File: config.mk
export PLATFORM = sky130hd
export DESIGN_NAME = dds_sweep_ctrl
export DESIGN_NICKNAME = d
export VERILOG_FILES = /design/src/rtl/dds_sweep_ctrl.sv
export SDC_FILE = /design/constraint.sdc
export NUM_CORES = 1
export LEC_CHECK = 0
export ABC_CLOCK_PERIOD_IN_PS = 7300
export BUFFER_PORTS_ARGS = -buffer_cell sky130_fd_sc_hd__buf_4
export CELL_PAD_IN_SITES_DETAIL_PLACEMENT = 1
export CELL_PAD_IN_SITES_GLOBAL_PLACEMENT = 1
export CORE_AREA = 2 2 224 171
export DETAILED_ROUTE_END_ITERATION = 10
export DIE_AREA = 0 0 226 173
export PLACE_DENSITY_LB_ADDON = 0.15
export SLEW_MARGIN = 20
export SYNTH_ARGS = -nofsm -noshare
export SYNTH_HDL_FRONTEND = slang
export SYNTH_SLANG_ARGS = --single-unit
export TNS_END_PERCENT = 5
File: constraint.sdc
create_clock -name clk -period 7.3 [get_ports clk]
set_clock_uncertainty 0.2 [all_clocks]
set_input_delay 1.46 -clock clk [delete_from_list [all_inputs] [get_ports clk]]
set_output_delay 1.46 -clock clk [all_outputs]
set_load 0.01 [all_outputs]
File: src/rtl/dds_sweep_ctrl.sv
// Linear frequency-sweep sequencer that drives the m/set/en interface of the DDS core.
// Optional macro SWEEP_PINGPONG_EN makes the sweep bounce between the endpoints until aborted.
module dds_sweep_ctrl #(
  parameter int MW = 40,
  parameter int DW = 24
) (
  input  logic          clk,
  input  logic          rst_n,
  input  logic          start,
  input  logic          abort,
  input  logic [MW-1:0] f_start,
  input  logic [MW-1:0] f_stop,
  input  logic [MW-1:0] f_step,
  input  logic [DW-1:0] dwell,
  output logic [MW-1:0] dds_m,
  output logic          dds_set,
  output logic          dds_en,
  output logic          busy,
  output logic          done
);

  typedef enum logic [1:0] {IDLE, DWELL, FINAL} state_t;

  localparam logic [DW-1:0] CNT_ONE = DW'(1);

  state_t        state, state_nx;
  logic [MW-1:0] m_nx, stop_r, stop_nx, step_r, step_nx;
  logic [DW-1:0] cnt, cnt_nx, dwl_r, dwl_nx;
  logic          dir_up, dir_nx, set_nx, en_nx, busy_nx, done_nx;
  logic [MW:0]   stepped;
`ifdef SWEEP_PINGPONG_EN
  logic [MW-1:0] org_r, org_nx;
  logic [MW:0]   turned;
`endif

  // Returns {hit, word}: hit means the target was reached or would be overshot,
  // in which case the word saturates at the target.
  function automatic logic [MW:0] step_word(input logic [MW-1:0] cur, input logic [MW-1:0] stp,
                                            input logic [MW-1:0] tgt, input logic up);
    logic [MW:0] sum;
    logic        hit;
    sum = {1'b0, cur} + {1'b0, stp};
    if (up) hit = sum[MW] || (sum[MW-1:0] >= tgt) || (stp == '0);
    else    hit = (stp > cur) || ((cur - stp) <= tgt) || (stp == '0);
    if (hit)     return {1'b1, tgt};
    else if (up) return {1'b0, sum[MW-1:0]};
    else         return {1'b0, cur - stp};
  endfunction

  always_comb begin
    state_nx = state;
    m_nx     = dds_m;
    set_nx   = 1'b0;
    en_nx    = dds_en;
    busy_nx  = busy;
    done_nx  = 1'b0;
    cnt_nx   = cnt;
    stop_nx  = stop_r;
    step_nx  = step_r;
    dwl_nx   = dwl_r;
    dir_nx   = dir_up;
    stepped  = step_word(dds_m, step_r, stop_r, dir_up);
`ifdef SWEEP_PINGPONG_EN
    org_nx   = org_r;
    turned   = step_word(dds_m, step_r, org_r, ~dir_up);
`endif
    case (state)
      IDLE: begin
        if (start && !abort) begin
          stop_nx  = f_stop;
          step_nx  = f_step;
          dwl_nx   = (dwell == '0) ? CNT_ONE : dwell;
          dir_nx   = (f_stop >= f_start);
          m_nx     = f_start;
          set_nx   = 1'b1;
          en_nx    = 1'b1;
          busy_nx  = 1'b1;
          cnt_nx   = (dwell == '0) ? CNT_ONE : dwell;
          state_nx = (f_start == f_stop) ? FINAL : DWELL;
`ifdef SWEEP_PINGPONG_EN
          org_nx   = f_start;
`endif
        end
      end
      DWELL: begin
        if (cnt == CNT_ONE) begin
          cnt_nx = dwl_r;
          m_nx   = stepped[MW-1:0];
          if (stepped[MW]) state_nx = FINAL;
        end else begin
          cnt_nx = cnt - CNT_ONE;
        end
      end
      FINAL: begin
        if (cnt == CNT_ONE) begin
          done_nx = 1'b1;
`ifdef SWEEP_PINGPONG_EN
          // Turn around: the old start becomes the target and stepping resumes at once.
          stop_nx  = org_r;
          org_nx   = stop_r;
          dir_nx   = ~dir_up;
          cnt_nx   = dwl_r;
          m_nx     = turned[MW-1:0];
          state_nx = turned[MW] ? FINAL : DWELL;
`else
          busy_nx  = 1'b0;
          en_nx    = 1'b0;
          cnt_nx   = '0;
          state_nx = IDLE;
`endif
        end else begin
          cnt_nx = cnt - CNT_ONE;
        end
      end
      default: state_nx = IDLE;
    endcase
    // Abort overrides everything; the last word stays on dds_m.
    if (abort && state != IDLE) begin
      state_nx = IDLE;
      m_nx     = dds_m;
      set_nx   = 1'b0;
      en_nx    = 1'b0;
      busy_nx  = 1'b0;
      done_nx  = 1'b0;
      cnt_nx   = '0;
    end
  end

  always_ff @(posedge clk or negedge rst_n) begin
    if (!rst_n) begin
      state   <= IDLE;
      dds_m   <= '0;
      dds_set <= 1'b0;
      dds_en  <= 1'b0;
      busy    <= 1'b0;
      done    <= 1'b0;
      cnt     <= '0;
      stop_r  <= '0;
      step_r  <= '0;
      dwl_r   <= '0;
      dir_up  <= 1'b0;
`ifdef SWEEP_PINGPONG_EN
      org_r   <= '0;
`endif
    end else begin
      state   <= state_nx;
      dds_m   <= m_nx;
      dds_set <= set_nx;
      dds_en  <= en_nx;
      busy    <= busy_nx;
      done    <= done_nx;
      cnt     <= cnt_nx;
      stop_r  <= stop_nx;
      step_r  <= step_nx;
      dwl_r   <= dwl_nx;
      dir_up  <= dir_nx;
`ifdef SWEEP_PINGPONG_EN
      org_r   <= org_nx;
`endif
    end
  end

endmodule

* Word-level counts from Yosys, hierarchy flattened
Index checks and enable logic that the tools add are counted.
** Word-level totals
- Register bits after elaboration :: 174
- Input port bits :: 148
- Logic and storage cells :: 76
** Operators by class
- Add/sub/neg operators :: 3
- $lt $le $gt $ge :: 4
- Equality and inequality tests :: 10
- Muxes and demuxes :: 29
- Bitwise operators :: 1
- Reductions and logical operators :: 19
** Operators by type and width (number)
- two-way mux 24 bit :: 5
- two-way mux 40 bit :: 3
- >= comparator 40 bit :: 2
- case mux 40 bit (2 select lines) :: 1
- case mux 24 bit (3 select lines) :: 1
- adder 40 x 40 -> 41 bit :: 1
- two-way mux 41 bit :: 1
- equality test 40 bit :: 1
- greater-than comparator 40 bit :: 1
- less-or-equal comparator 40 bit :: 1
- logical NOT 40 bit :: 1
- subtractor 40 bit :: 1
- equality test 24 x 1 -> 1 bit, second input constant :: 1
- logical NOT 24 bit :: 1
- subtractor 24 x 1 -> 24 bit, second input constant :: 1
- two-way mux 2 bit :: 6
- inequality test 3 bit, second input constant :: 4
- two-way mux 1 bit :: 10
- AND reduction 4 bit :: 2
- case mux 2 bit (3 select lines) :: 1
- logical OR 1 bit :: 4
- inequality test 2 bit, second input constant :: 2
- AND reduction 2 bit :: 2
- nonzero test 2 bit :: 2
- other kinds (10) :: 11

* Longest topological paths before layout
Gate-level depths: netlist of the first run.
- Word-level depth :: 10
- Depth in mapped cells :: 26
- Depth with buffers taken out :: 24

* Worst setup path before layout of the first run
No wires, ideal clock.
- Path kind :: register -> register
- From :: register dds_m[2]
- To :: register dds_m[24]
- Setup time :: 0.126 ns
- Arrival time :: 4.837 ns
- Data required time :: 6.974 ns
- Setup slack :: 2.137 ns
- Stages on the path, launching flop included :: 23
- Path buffers :: 3
- Period minus slack after synthesis :: 5.163 ns
- Path through :: dfrtp_1 ha_1 clkbuf_1 o21a_1 o31a_1 a21o_1 o31ai_1 o21ai_0 a311o_1 a211o_1 xor2_1 ha_1 nand4_1 nor4_1 nand4_1 nor2_1 a311o_1 o32ai_1 nand4_1 buf_2 clkbuf_1 nor2_1 a221o_1
** Between the ends
- Longest elaborated chain between the ends :: 8
- Elaborated cells on any way between the ends :: 14
- Classes of those cells :: add/sub (2); order compare (3); mux (5); reduce/logical (4)
** RTL lines
- from (decl) :: line 15 : output logic [MW-1:0] dds_m,
- from (signal assigned) :: line 147 : dds_m <= m_nx;
- subtractor 40 bit / adder 40 x 40 -> 41 bit (equally long branches) :: line 44, 47, 42
- less-or-equal comparator 40 bit / >= comparator 40 bit (equally long branches) :: line 44, 43
- logical OR 1 bit (on tied branches) (2 in series) :: line 44, 43
- two-way mux 1 bit :: line 43 : if (up) hit = sum[MW] || (sum[MW-1:0] >= tgt) || (stp == '0);
- two-way mux 41 bit * :: line 45 : if (hit) return {1'b1, tgt};
- two-way mux 40 bit * :: line 86 : if (cnt == CNT_ONE) begin
- case mux 40 bit (2 select lines) * :: line 67 : case (state)
Every way passes the cells marked *; elsewhere a longest branch is shown, timed or not. The select of a mux whose other input is x is not followed.
A chain may end at the register's enable or synchronous reset.

* Worst setup path in the final report of the first run
- From :: register dds_m[0]
- To :: register dds_m[10]
Same word-level chain as after synthesis.

==> impl_metrics.toml, run 1 <==
[sta]
max_freq_ghz = 0.1488
timing.slew.headroom = 0.2774
tightest_slew_ns = 1.084
fin_crit_sh = 0.9204
drv_slew = 0
finalSetupViolCount = 0
rsz0062_at_grt = "no"
hold_viol_final = 0
min_period_ns = 6.719
setup_tns_ns = 0

[clock_network]
clock_path_buffers = 2
postCtsSetupBuffers = 0
insertion_delay_ns = 0.48
hold_buffers = 0
htree_levels = 4
clk_pin_slew_ns = 0.08
root_buffer = "clkbuf_16"
cts_sinks = 174
ctsResizeCount = 0
numCtsBuffers = 17
cts_tree = "done"

[floorplanning]
die_area_mm2 = 0.03910
fp.dieW_um = 226
core-area_mm2 = 0.03671
initial_core_util = 0.4486
num_rows = 61
die_h_um = 173
ios = 192

[cells_and_area]
fin_nets = 2578
diodes = 0
syn2layout_area_growth_pct = 14.43
drive_gt1_frac = 0.1230
fin_util = 0.5133

[synth]
synth.distinct_cells = 83
ys_warn_count = 0
synth_edf_count = 0
netlist.area_leader.share = 0.2644
synth_nets = 2458
syn_area_mm2 = 0.01647
netlist_instances = 2103
synth_area_leader_cell = "dfrtp_1"
synth_ff_type = "dfrtp_1"
synth_async_sr_flop_share = 1.000
synth_area_leaders = "dfrtp_1 (26%), ha_1 (16%), o21ai_0 (6.4%)"
yosys_register_bits = 174
synth_area_per_cell_um2 = 7.831
ys_seq_area_frac = 0.2644

[worst_setup_path]
critPathKind = "reg2reg"
cp.depth = 24
cp_num_buf_inv = 3
max_stage_delay_ns = 0.51
crit_chain = "inv_1 -> ha_1 -> inv_1 -> fa_1 -> a211oi_1 -> o21ai_0 -> nor3b_1 -> o211ai_1 -> a31oi_1 -> o21ai_0 -> o21ai_0 -> xor2_1 -> ha_1 -> nand4_1 -> nor4_1 -> nand4_1 -> o211ai_1 -> a211oi_1 -> o32ai_1 -> nand4_1 -> buf_12 -> and2_0 -> o21ai_0 -> o311ai_0"
worst_setup_path_end_kind = "register"
worst-endpoint-arrival_ns = 6.82
cp-start-kind = "register"
critPathMaxFanout = 43
cp_slowest_cell = "o21ai_0"
r2r_cells = 24
worstPathRequired_ns = 7.40
crit_top_cell = "o21ai_0"
crit_family = "compound AO/OA/AOI/OAI gates"

[grt]
grt_pass1_wl_mm = 101.9
grt_overflow = 0
grt.total_usage = 0.3386
antenna_found_initial = 1
grt_max_degree = 115
grt_pass1_vias = 16970

[detailed_routing]
wl_per_cell_um = 23.94
drt-pass1-iter-count = 5
vias = 16590
drc_errors = 0
ant_nets = 0
wirelength_mm = 65.59
viasPerCell = 6.056
drtIter0Drc = 1381

[outcome]
outcome = "finished clean"

[hold_path]
hold_depth = 2
hold_class = "reg2reg"

[placed_design]
place_congestion = 0.9934
dp_hpwl_mm = 51.28
io_buffer_count = 191

[job]
max_cap_violations = 0
-- final cells by class --
| class | count | area, um2 |
|---|---|---|
| Clock buffer | 21 | 450.4 |
| Clock inverter | 11 | 132.6 |
| Fill cell | 4552 | 17870 |
| Inverter | 188 | 708.2 |
| Multi-Input combinational cell | 1634 | 10980 |
| Sequential cell | 174 | 4355 |
| Tap cell | 504 | 630.6 |
| Timing Repair Buffer | 208 | 1590 |
-- tightest hold or removal path, delay by kind of cell, from the launching register on --
kind / cells / cell delay [ns]
DFF: 1 / 0.35
and+or+nand+nor: 2 / 0.11
-- Yosys cell counts (19+ instances only) --
master and number:
a21o_1 52, a21oi_1 149, a31oi_1 31, clkbuf_1 83
dfrtp_1 174, ha_1 205, inv_1 180, mux2i_1 37
nand2_1 249, nand2b_1 19, nand3_1 41, nand4_1 33
nor2_1 144, nor2b_1 22, nor3_1 51, nor4_1 33
o21ai_0 209, o31ai_1 23, xnor2_1 85, xor2_1 24
-- final timing paths --
| path | start | end | slack [ns] |
|---|---|---|---|
| min reg2reg | dwl_r[18] | dwl_r[18] | 0.28 |
| min | dwl_r[18] | dwl_r[18] | 0.28 |
| max in group asynchronous | rst_n | step_r[12] | 5.03 |
| max | dds_m[0] | dds_m[10] | 0.58 |
| min in group asynchronous | rst_n | step_r[35] | 0.76 |
| max reg2reg | dds_m[0] | dds_m[10] | 0.58 |
-- through the flow --
stage	cells	cell area, um2	worst slack [ns]	hold WS, ns
after floorplan	2103	16470	2.137	0.2424
after global placement	2708	18260	1.004	0.2574
after detailed placement	2708	18260	0.7737	0.2672
after CTS	2740	18840	0.7265	0.2860
after global routing	2740	18840	0.1014	0.3182
final	2740	18840	0.5809	0.2840
-- sequential cells by signal (all words and copies together) (netlist names) --
signal and cells:
dds_m 40, step_r 40, stop_r 40, cnt 24, dwl_r 24, state 2
busy 1, dds_set 1, dir_up 1, done 1
-- layout by cell type (no fill, tap or decap), drive strengths merged, types with 8 or more instances in the layout --
| cell type | synthesis | routed |
|---|---|---|
| xnor2 | 85 | 85 |
| nor4 | 34 | 34 |
| a21o | 52 | 52 |
| o21bai | 15 | 15 |
| or2 | 10 | 10 |
| mux2i | 37 | 37 |
| buf | 23 | 208 |
| xor2 | 24 | 24 |
| clkinv | 7 | 9 |
| o31ai | 23 | 23 |
| a221o | 8 | 8 |
| o22ai | 17 | 17 |
| nand2b | 19 | 19 |
| a31oi | 31 | 31 |
| nor2b | 23 | 23 |
| nor2 | 144 | 144 |
| clkbuf | 84 | 21 |
| o21ai | 210 | 210 |
| inv | 181 | 186 |
| nand4 | 33 | 33 |
| a21oi | 149 | 149 |
| dfrtp | 174 | 174 |
| nor3 | 51 | 51 |
| a211oi | 11 | 11 |
| o21a | 14 | 14 |
| nand3 | 41 | 41 |
| nand2 | 249 | 249 |
| ha | 205 | 205 |
| a221oi | 9 | 9 |
| o211ai | 12 | 12 |
| a22o | 12 | 12 |
-- metal layers --
layer  global-route usage  vias to the layer above  wire, um  share of wire
met2               0.4901                      523     27490           0.42
met5                    0                        -        12        0.00018
met1               0.4887                     8274     31270           0.48
li1                     -                     7687         -              -
met3              0.08071                      107      4590          0.070
met4               0.1173                        2      2225          0.034
-- kinds of logic after synthesis --
family,share of synthesized area
AND/OR/NAND/NOR,0.1815
AO/OA/AOI/OAI,0.2406
buffers and inverters,0.07005
adder cells (fa/ha/maj),0.1582
flip-flops,0.2644
XOR/XNOR,0.05797
multiplexers,0.02728
Power of run 1 is left out: the tool's default activity adds up to more than one toggle a clock period on the data nets, which glitch-free logic cannot reach.
==> inputs of run 2 (changes only) <==
ABC_AREA = 1   (was not set)
ABC_CLOCK_PERIOD_IN_PS = 7900   (was 7300)
CORE_AREA = 2 2 237 181   (was 2 2 224 171)
DIE_AREA = 0 0 239 183   (was 0 0 226 173)
clock period = 7.9 ns   (was 7.3 ns; I/O delays follow)
==> impl_metrics.toml, run 2 <==
[outcome]
outcome = "finished clean"

[floorplanning]
fp.dieW_um = 239
num_rows = 65
core-area_mm2 = 0.04148
die_h_um = 183
die_area_mm2 = 0.04374
initial_core_util = 0.4539
ios = 192

[cells_and_area]
syn2layout_area_growth_pct = 12.86
reg.largest.list = "dds_m x40, step_r x40, stop_r x40"
final_cell_mix = "nand2_1 (952), inv_1 (519), nor2_1 (264)"
fin_area_mm2 = 0.02125
layout_commonest_cell = "nand2_1"
fin_nets = 3571
n_fill_cell = 5710
drive_gt1_frac = 0.08424

[synth]
ys_warn_count = 0
syn_area_mm2 = 0.01883
synth_area_per_cell_um2 = 6.099
synth_common_cells = "nand2_1 (952), inv_1 (521), nor2_1 (265)"
ys_seq_area_frac = 0.2313
synth_area_leader_cell = "dfrtp_1"
synth_ff_type = "dfrtp_1"
netlist_instances = 3087
netlist.area_leader.share = 0.2313
synth_area_leaders = "dfrtp_1 (23%), nand2_1 (19%), ha_1 (14%)"
synth.most_common_cell = "nand2_1"
yosys_register_bits = 174
synth_async_sr_flop_share = 1.000
synth.distinct_cells = 52
synth_nets = 3442
synth_edf_count = 0

[sta]
rsz0062_at_grt = "no"
max_freq_ghz = 0.1582
finalSetupViolCount = 0
setup_tns_ns = 0
drv_slew = 0
fin_crit_sh = 0.8003
hold_viol_final = 0
tightest_slew_ns = 1.110
fin_ws_ns = 1.578
timing.slew.headroom = 0.2541
min_period_ns = 6.322

[clock_network]
numCtsBuffers = 17
cts_sinks = 174
cts_tree = "done"
clk_pin_slew_ns = 0.09
insertion_delay_ns = 0.50
hold_buffers = 0
postCtsSetupBuffers = 0
clock_path_buffers = 2
root_buffer = "clkbuf_16"
htree_levels = 4
ctsResizeCount = 0

[hold_path]
hold_depth = 2
hold_class = "reg2reg"

[worst_setup_path]
max_stage_delay_ns = 0.69
worst_setup_path_end_kind = "register"
r2r_cells = 27
crit_top_cell = "nand2_1"
cp_slowest_cell = "nor3_1"
cp-start-kind = "register"
worst-endpoint-arrival_ns = 6.57
critPathMaxFanout = 26
worstPathRequired_ns = 8.15
critPathKind = "reg2reg"

[grt]
grt_pass1_vias = 23190
grt_max_degree = 91
use_met3 = 0.1251
grt_pass1_wl_mm = 145.1
gr-usage-met1 = 0.6215
busiest_layer = "met2"
antenna_found_initial = 3
grt.total_usage = 0.4471
grt_util_met2 = 0.6631
grt_overflow = 0

[detailed_routing]
drt-pass1-iter-count = 5
ant_nets = 0
viasPerCell = 6.077
vias = 22900
drc_errors = 0
drtIter0Drc = 2685
wirelength_mm = 97.83
wl_per_cell_um = 25.96

[placed_design]
place_ws_ns = 1.890
place_area_mm2 = 0.02062
place_congestion = 1.068
io_buffer_count = 191
dp_hpwl_mm = 78.60

[job]
max_cap_violations = 0
[run 2: cell types whose count changed after synthesis, moves of 21 or more]
cell	previous run	this run
mux2i_1	37	4
nand4_1	33	83
o21ai_0	209	188
clkbuf_1	83	51
a21o_1	52	4
nor4_1	33	8
inv_1	180	521
xnor2_1	85	2
nand2_1	249	952
a21oi_1	149	194
nor2_1	144	265
a31oi_1	31	4
nand3_1	41	225
nor2b_1	22	0
[run 2: layout make-up]
class | instances | area (um2) | area share
flip-flops and latches | 174 | 4354 | 0.2049
clock inverters | 14 | 185.2 | 0.008715
multi-input cells | 2293 | 12070 | 0.5678
well taps | 536 | 670.6 | 0.03156
diodes | 3 | 7.507 | 0.0003533
repair buffers | 205 | 1555 | 0.07319
inverters | 525 | 1972 | 0.09280
clock buffers | 18 | 439.2 | 0.02067
[run 2: per-layer routing]
| layer | wire [um] | share of wire |
|---|---|---|
| met5 | 14 | 0.00014 |
| met4 | 3410 | 0.035 |
| met3 | 11850 | 0.12 |
| met2 | 40440 | 0.41 |
| met1 | 42110 | 0.43 |
[run 2: worst max-delay path, delay by kind of cell (launching register included)]
| kind | cells | cell delay, ns |
|---|---|---|
| flops | 1 | 0.43 |
| buf+inv | 3 | 0.51 |
| xor+xnor | 1 | 0.24 |
| simple gates | 20 | 3.95 |
| fa+ha+maj | 3 | 0.89 |
[run 2: worst paths after layout]
| kind | start | to | slack, ns |
|---|---|---|---|
| max | dds_m[0] | state[0] | 1.58 |
| min | dwl_r[19] | dwl_r[19] | 0.29 |
| max reg2reg | dds_m[0] | state[0] | 1.58 |
| min reg2reg | dwl_r[19] | dwl_r[19] | 0.29 |
| max in group asynchronous | rst_n | stop_r[35] | 5.19 |
| min in group asynchronous | rst_n | dds_m[10] | 0.92 |
[run 2: stage by stage]
stage	cells	hold slack (ns)	util
after global routing	3766	0.3230	0.5122
after floorplan	3087	0.2422	-
final	3768	0.2851	0.5123
after detailed placement	3733	0.2675	0.4971
after global placement	3733	0.2541	0.4971
after CTS	3765	0.2890	0.5121
[run 2: kinds of logic (layout without fill, tap and decap cells)]
family	count (synthesis)	after routing	synth area share
buffers and inverters	620	762	0.1288
adders and majority gates	207	207	0.1384
DFF	174	174	0.2313
muxes	4	4	0.002127
AOI/OAI and AO/OA	450	450	0.1287
and+or+nand+nor	1594	1594	0.3531
other	0	3	0
xor gates and xnor gates	38	38	0.01768
Power of run 2 is left out for the same reason.
